==> src/rtl/lifo_param.sv <==
// ---------------------------------------------------------------------------
// lifo_param
// Parametrised synchronous last-in-first-out stack on a single clock.
//
// Parameters
//    WIDTH     data word width in bits
//    DEPTH     number of entries (need not be a power of two)
//    AF_LEVEL  almost_full asserts when count >= AF_LEVEL
//    AE_LEVEL  almost_empty asserts when count <= AE_LEVEL
//
// Ports
//    clk           rising-edge clock
//    rst           synchronous active-high reset
//    clear         synchronous flush, empties the stack
//    push          write data_in onto the top of the stack
//    pop           remove the top of the stack into data_out
//    data_in       push data
//    data_out      last popped word, registered, holds between pops
//    count         current occupancy, 0..DEPTH
//    empty         count == 0
//    full          count == DEPTH
//    almost_full   count >= AF_LEVEL
//    almost_empty  count <= AE_LEVEL
//    overflow      one-cycle pulse after a rejected push
//    underflow     one-cycle pulse after a rejected pop
// ---------------------------------------------------------------------------
module lifo_param #(
   parameter int WIDTH    = 16,
   parameter int DEPTH    = 16,
   parameter int AF_LEVEL = DEPTH - 2,
   parameter int AE_LEVEL = 2
) (
   input  logic                       clk,
   input  logic                       rst,
   input  logic                       clear,
   input  logic                       push,
   input  logic                       pop,
   input  logic [WIDTH-1:0]           data_in,
   output logic [WIDTH-1:0]           data_out,
   output logic [$clog2(DEPTH+1)-1:0] count,
   output logic                       empty,
   output logic                       full,
   output logic                       almost_full,
   output logic                       almost_empty,
   output logic                       overflow,
   output logic                       underflow
);

   localparam int CW = $clog2(DEPTH + 1);
   localparam int AW = (DEPTH > 1) ? $clog2(DEPTH) : 1;

   // Reject inconsistent threshold settings at elaboration time.
   if (!(AE_LEVEL < AF_LEVEL && AF_LEVEL <= DEPTH)) begin : g_param_check
      $fatal(1, "lifo_param: require AE_LEVEL < AF_LEVEL <= DEPTH");
   end

   logic [WIDTH-1:0] mem [0:DEPTH-1];
   logic [AW-1:0]    top_addr;
   logic [AW-1:0]    wr_addr;
   logic             wr_en;

   // Flags are pure decodes of the registered count, so they only move
   // after a clock edge and never glitch on input activity.
   assign empty        = (count == '0);
   assign full         = (count == CW'(DEPTH));
   assign almost_full  = (count >= CW'(AF_LEVEL));
   assign almost_empty = (count <= CW'(AE_LEVEL));

   // The top entry lives at count-1; it is only read when the stack is
   // not empty, so the wrap at count==0 is harmless.
   assign top_addr = AW'(count - 1'b1);

   // Decide where data_in lands. A push alongside a pop either replaces
   // the top (stack not empty) or lands in slot 0 (stack empty, the pop is
   // the part that gets rejected). A lone push needs a free slot.
   always_comb begin
      wr_en   = 1'b0;
      wr_addr = AW'(count);
      if (!rst && !clear && push) begin
         if (pop) begin
            wr_en = 1'b1;
            if (!empty) begin
               wr_addr = top_addr;
            end
         end else begin
            wr_en = !full;
         end
      end
   end

   // Storage has no reset; only the write port touches it.
   always_ff @(posedge clk) begin
      if (wr_en) begin
         mem[wr_addr] <= data_in;
      end
   end

   // Occupancy, read data and error pulses. Error pulses default low every
   // cycle so they last exactly one cycle after the offending edge.
   always_ff @(posedge clk) begin
      if (rst || clear) begin
         count     <= '0;
         data_out  <= '0;
         overflow  <= 1'b0;
         underflow <= 1'b0;
      end else begin
         overflow  <= 1'b0;
         underflow <= 1'b0;
         case ({push, pop})
            2'b10: begin
               if (full) begin
                  overflow <= 1'b1;
               end else begin
                  count <= count + 1'b1;
               end
            end
            2'b01: begin
               if (empty) begin
                  underflow <= 1'b1;
               end else begin
                  data_out <= mem[top_addr];
                  count    <= count - 1'b1;
               end
            end
            2'b11: begin
               if (empty) begin
                  count     <= CW'(1);
                  underflow <= 1'b1;
               end else begin
                  data_out <= mem[top_addr];
               end
            end
            default: begin
            end
         endcase
      end
   end

endmodule

==> config.mk <==
export PLATFORM = sky130hd
export DESIGN_NAME = lifo_param
export DESIGN_NICKNAME = d
export VERILOG_FILES = /design/src/rtl/lifo_param.sv
export SDC_FILE = /design/constraint.sdc
export NUM_CORES = 1
export LEC_CHECK = 0
export CAP_MARGIN = 20
export CORE_AREA = 10 10 154 156
export DETAILED_ROUTE_END_ITERATION = 8
export DIE_AREA = 0 0 164 166
export GPL_TIMING_DRIVEN = 0
export PLACE_DENSITY = 0.81
export SLEW_MARGIN = 20
export SYNTH_ARGS = -nofsm -noshare
export SYNTH_HDL_FRONTEND = slang
export SYNTH_SLANG_ARGS = --single-unit
==> constraint.sdc <==
create_clock -name clk -period 3.46 [get_ports clk]
set_input_delay 0.519 -clock clk [delete_from_list [all_inputs] [get_ports clk]]
set_output_delay 0.519 -clock clk [all_outputs]
set_load 0.05 [all_outputs]
After elaboration in Yosys (flattened, before gate mapping):

Memories as Yosys holds them, arrays and structs flattened. A register that Yosys moved wholly into a read port is not among the register bits.
Index checks and enable logic that the tools add are counted.

* bits in registers: 7
* logic and storage cells: 44
* memories kept: 1
* bits in writable memories: 256
* output and inout bits: 27

Memories
* mem: depth 16, bits a word 16, rd ports 1, clocked after memory_dff 1, write ports 1, RTL line 57 `logic [WIDTH-1:0] mem [0:DEPTH-1];`

* muxes and demuxes: 13
* bitwise gates (word level): 3
* reductions and logical operators: 13
* equal/unequal tests: 7
* order comparisons: 2
* $add $sub $neg: 2

Operators with widths (number)
* $mux 5: 3
* $pmux 5 s3: 1
* $mux 4: 3
* $mux 1: 6
* $ne 2x2->1 const B: 3
* $reduce_or 2->1: 3
* $add 5x1->5 const B: 1
* $eq 5x5->1 const B: 1
* $ge 5x4->1 const B: 1
* $le 5x2->1 const B: 1
* $logic_not 5->1: 1
* $sub 5x1->5 const B: 1
* $eq 2x2->1 const B: 2
* $reduce_and 4->1: 1
* $logic_not 1->1: 3
* $not 1->1: 3
* $reduce_bool 3->1: 1
* $eq 2x1->1 const B: 1
* $logic_and 1x1->1: 2
* $reduce_and 2->1: 1
* $logic_or 1x1->1: 1

Longest topological paths before layout:

Gate-level depths: netlist of run 1.

* word-level depth: 6
* mapped depth: 11

Worst setup path before layout of run 1:

No wires, ideal clock.

* path type: register to output
* start: register count[0]
* end: output almost_empty
* path buffers: 3
* setup slack: -0.698 ns
* data arrival time: 3.639 ns
* stages on the path, launching flop included: 5
* cells stage by stage: dfxtp_1 -> buf_2 -> buf_2 -> clkbuf_1 -> a2111oi_0

* longest elaborated chain between the ends: 1

RTL lines
* start, declared: RTL line 40 `output logic [$clog2(DEPTH+1)-1:0] count,`
* start signal, assigned: RTL line 114 `count <= count + 1'b1;`
* start signal, assigned: RTL line 122 `count <= count - 1'b1;`
* $le 5x2->1: RTL line 67 `assign almost_empty = (count <= CW'(AE_LEVEL));`
* end, declared: RTL line 44 `output logic almost_empty,`

Every way passes these cells.

Worst setup path after layout of run 1:

* start: register count[0]
* end: memory mem[11][12], enable pin

* longest elaborated chain between the ends: 6
* elaborated cells on any way between the ends: 11
* those cells by class: add/sub (1); eq/ne (1); mux (7); reduce/logical (2)

RTL lines (RTL line)
* parallel branches: the longest is 6 deep, another holds $sub 5x1->5
* end, declared: 57

Parallel ways; which one is timed is not known.

==> metrics.txt, run 1 <==
status=complete, no violations; crit-path cells=buf_4, inv_4, buf_6, ha_1, or4b_4, or2b_1, nor3_1, a31oi_2, nor2_4, buf_12; Critical Path Fanout Max=12; fill cell total of the finished layout=between 1000 and 1500; final std cells w/o fill=~950; crit path kind=flop to flop; Data arrival, critical path=3690 ps; Worst-path clk slew=70 ps; worst vdd ir=around 0.00046 V; Die Ht=166 µm; root buffer cell=clkbuf_16; most numerous cell in the Yosys netlist=edfxtp_1; Final HPWL DP=14.7 mm; GP Congestion=0.855; dpl cell area=roughly 0.012 mm²; Startpoint Class=flop; io pins=48; Synth Cell Area=0.0110 mm²; Final Power=approximately 0.0076 W; hold path depth=3; port buffer count=46; area share of the largest cell type after synthesis=70.0%; routed vias=6044; largest area contributor in the netlist=edfxtp_1; vias in the first global route=~6300; Worst Reg-to-Reg Cells=10; cells after synthesis=544; sequential area share after synthesis=74.2%; CP delay by family, top=simple AND/OR/NAND/NOR gates; DP Cell Count=865; Yosys warnings=0; total gr overflow=0; initial antenna violation count=1; Crit. End Element=flop; clk_lat worst skew=520 ps; final wirelength=27.1 mm; Iter 0 DRT Violations=809; CTS max path bufs=3; worst setup margin=48.0 ps; share of layout cells above drive strength 1=between 20% and 30%; TritonCTS clock tree=yes; Max Clk Rate=293 MHz; relative slew slack=a little over half; row cnt=53; mean routed wirelength per cell=around 29 µm; Hold WC Path Type=input pin to flop; number of buffers and inverters on the critical path=4; Die X=approximately 160 µm; P_leak=~4.3 nW; core area=0.0207 mm²; Synth area leaders=edfxtp_1, mux4_2, dfxtp_1, mux2i_1, a2bb2oi_1; layout net count=a little under 700; Final period util=approximately 99%; Clock Sinks=279; pre-CTS setup slack=-1160 ps; Main synth FF type=edfxtp_1; Starting Density=53.0%; remaining antenna violation count after routing=0; Netlist cell types=between 50 and 60; via density per instance=6.39; critical path required time=3740 ps; Synth top cells by count=edfxtp_1, mux4_2, mux2i_1, nor2_1, dfxtp_1; Post-synth ARST share=0%; final hold vios=0; die footprint=about 0.027 mm²; Post-CTS Hold Buffers=0; Avg Inst Size Synth=~20 µm²; CTS buffer count=27; first-pass GRT wire length=40.3 mm; Power Density=563 mW/mm²; slowest CP cell=a31oi_2; Syn Nets=569; pin count of the biggest net entering global routing=17; Final setup viols=0; cell depth of the worst setup path=10; Post-Layout Inst Area=0.0134 mm²; RSZ-0062 raised after global routing=yes; Total GRT Usage=19.8%; Least-Margin Pin Slew=about 710 ps; fin util=65.0%; EDFF count, synth=roughly 260; max-cap violation count=0; max-slew violation count=0; Area Growth Syn to Fin=22.5%; Seq cells post-synth=about 280; DRC Markers=0; clk_skew=12.5 ps; drt pass-1 iters=5; Worst path max stage delay=560 ps; Final min period=3410 ps; H-tree Lvls=1
## tightest hold or removal path, stage by stage
cell,delay (ps)
buf_2,150
nand2_1,90
nor2_1,40
## layer usage
metal,up-vias,routed length (µm),track usage [%]
met5,-,0,0
met3,74,2430,4.02
met2,396,13300,31.9
li1,2464,-,-
met4,0,1170,8.82
met1,3110,10200,25.6
## kinds of logic (layout without fill, tap and decap cells)
logic type                 after synthesis  after routing  share of synthesized area [%]
and+or+nand+nor                         60             60                           2.83
DFF                                    279            279                           74.2
adders and majority gates                4              4                          0.456
buffers and inverters                   37            163                           1.73
xor gates and xnor gates                 3              3                          0.239
other                                    0              1                              0
AOI/OAI and AO/OA                       65             65                           4.45
muxes                                   96             96                           16.1
## final timing paths
kind | from | slack [ps] | end
setup reg to reg | count[0] | 50 | mem[11][12]
hold reg to reg | data_out[15] | 480 | data_out[15]
hold / removal | pop | 320 | underflow
setup / recovery | count[0] | 50 | mem[11][12]
## layout by cell type (no fill, tap or decap), types with 12 or more instances in the layout
cell / instances
mux4_2: 64
nor2_1: 13
buf_12: 24
a2bb2oi_1: 16
dfxtp_1: 23
clkdlybuf4s50_1: 44
nor2_4: 16
mux2i_1: 32
buf_4: 12
buf_2: 14
edfxtp_1: 256
clkbuf_16: 27
o21ai_0: 19
## power breakdown
part / leakage (nW) / internal, W / switching (W) / total [W]
sequential: 2.49 / 0.00370 / 0.0000119 / 0.00371
combinational: 1.37 / 0.000313 / 0.000437 / 0.000750
clock: 0.459 / 0.00185 / 0.00125 / 0.00310
## layout make-up
type	count	area [µm²]	area share, %
plain buffers	31	181	1.35
diodes	1	2.50	0.0186
flip-flops and latches	279	8150	60.6
repair buffers	77	993	7.39
clock inverters	19	236	1.76
clock buffers	30	707	5.26
well taps	275	344	2.56
inverters	6	30.0	0.223
multi-input cells	228	2800	20.8
## sequential cells by signal (all words and copies together), names as in the netlist
register,cells
data_out,16
mem,256
count,5
underflow,1
overflow,1
## per-stage QoR
step / TNS, ps / hold WS, ps
2_1_floorplan: -14420 / 618
3_3_place_gp: -178620 / 464
3_5_place_dp: -217700 / 468
4_1_cts: 0 / 295
5_1_grt: -2320 / 322
6_report: 0 / 317
## timing repair
item	CTS	global route
hold endpoints to repair	0	0
buffers inserted	31	0
gates resized for setup	25	9
pin swaps	16	0
endpoints found under the setup margin	276	219
No activity file was read; power rests on OpenSTA's default activity.
==> run 2: changes to the inputs <==
Settings changed: GPL_ROUTABILITY_DRIVEN set to 1.
==> results of run 2 <==
No change in the layout: final DEF, timing and power equal those of run 1.
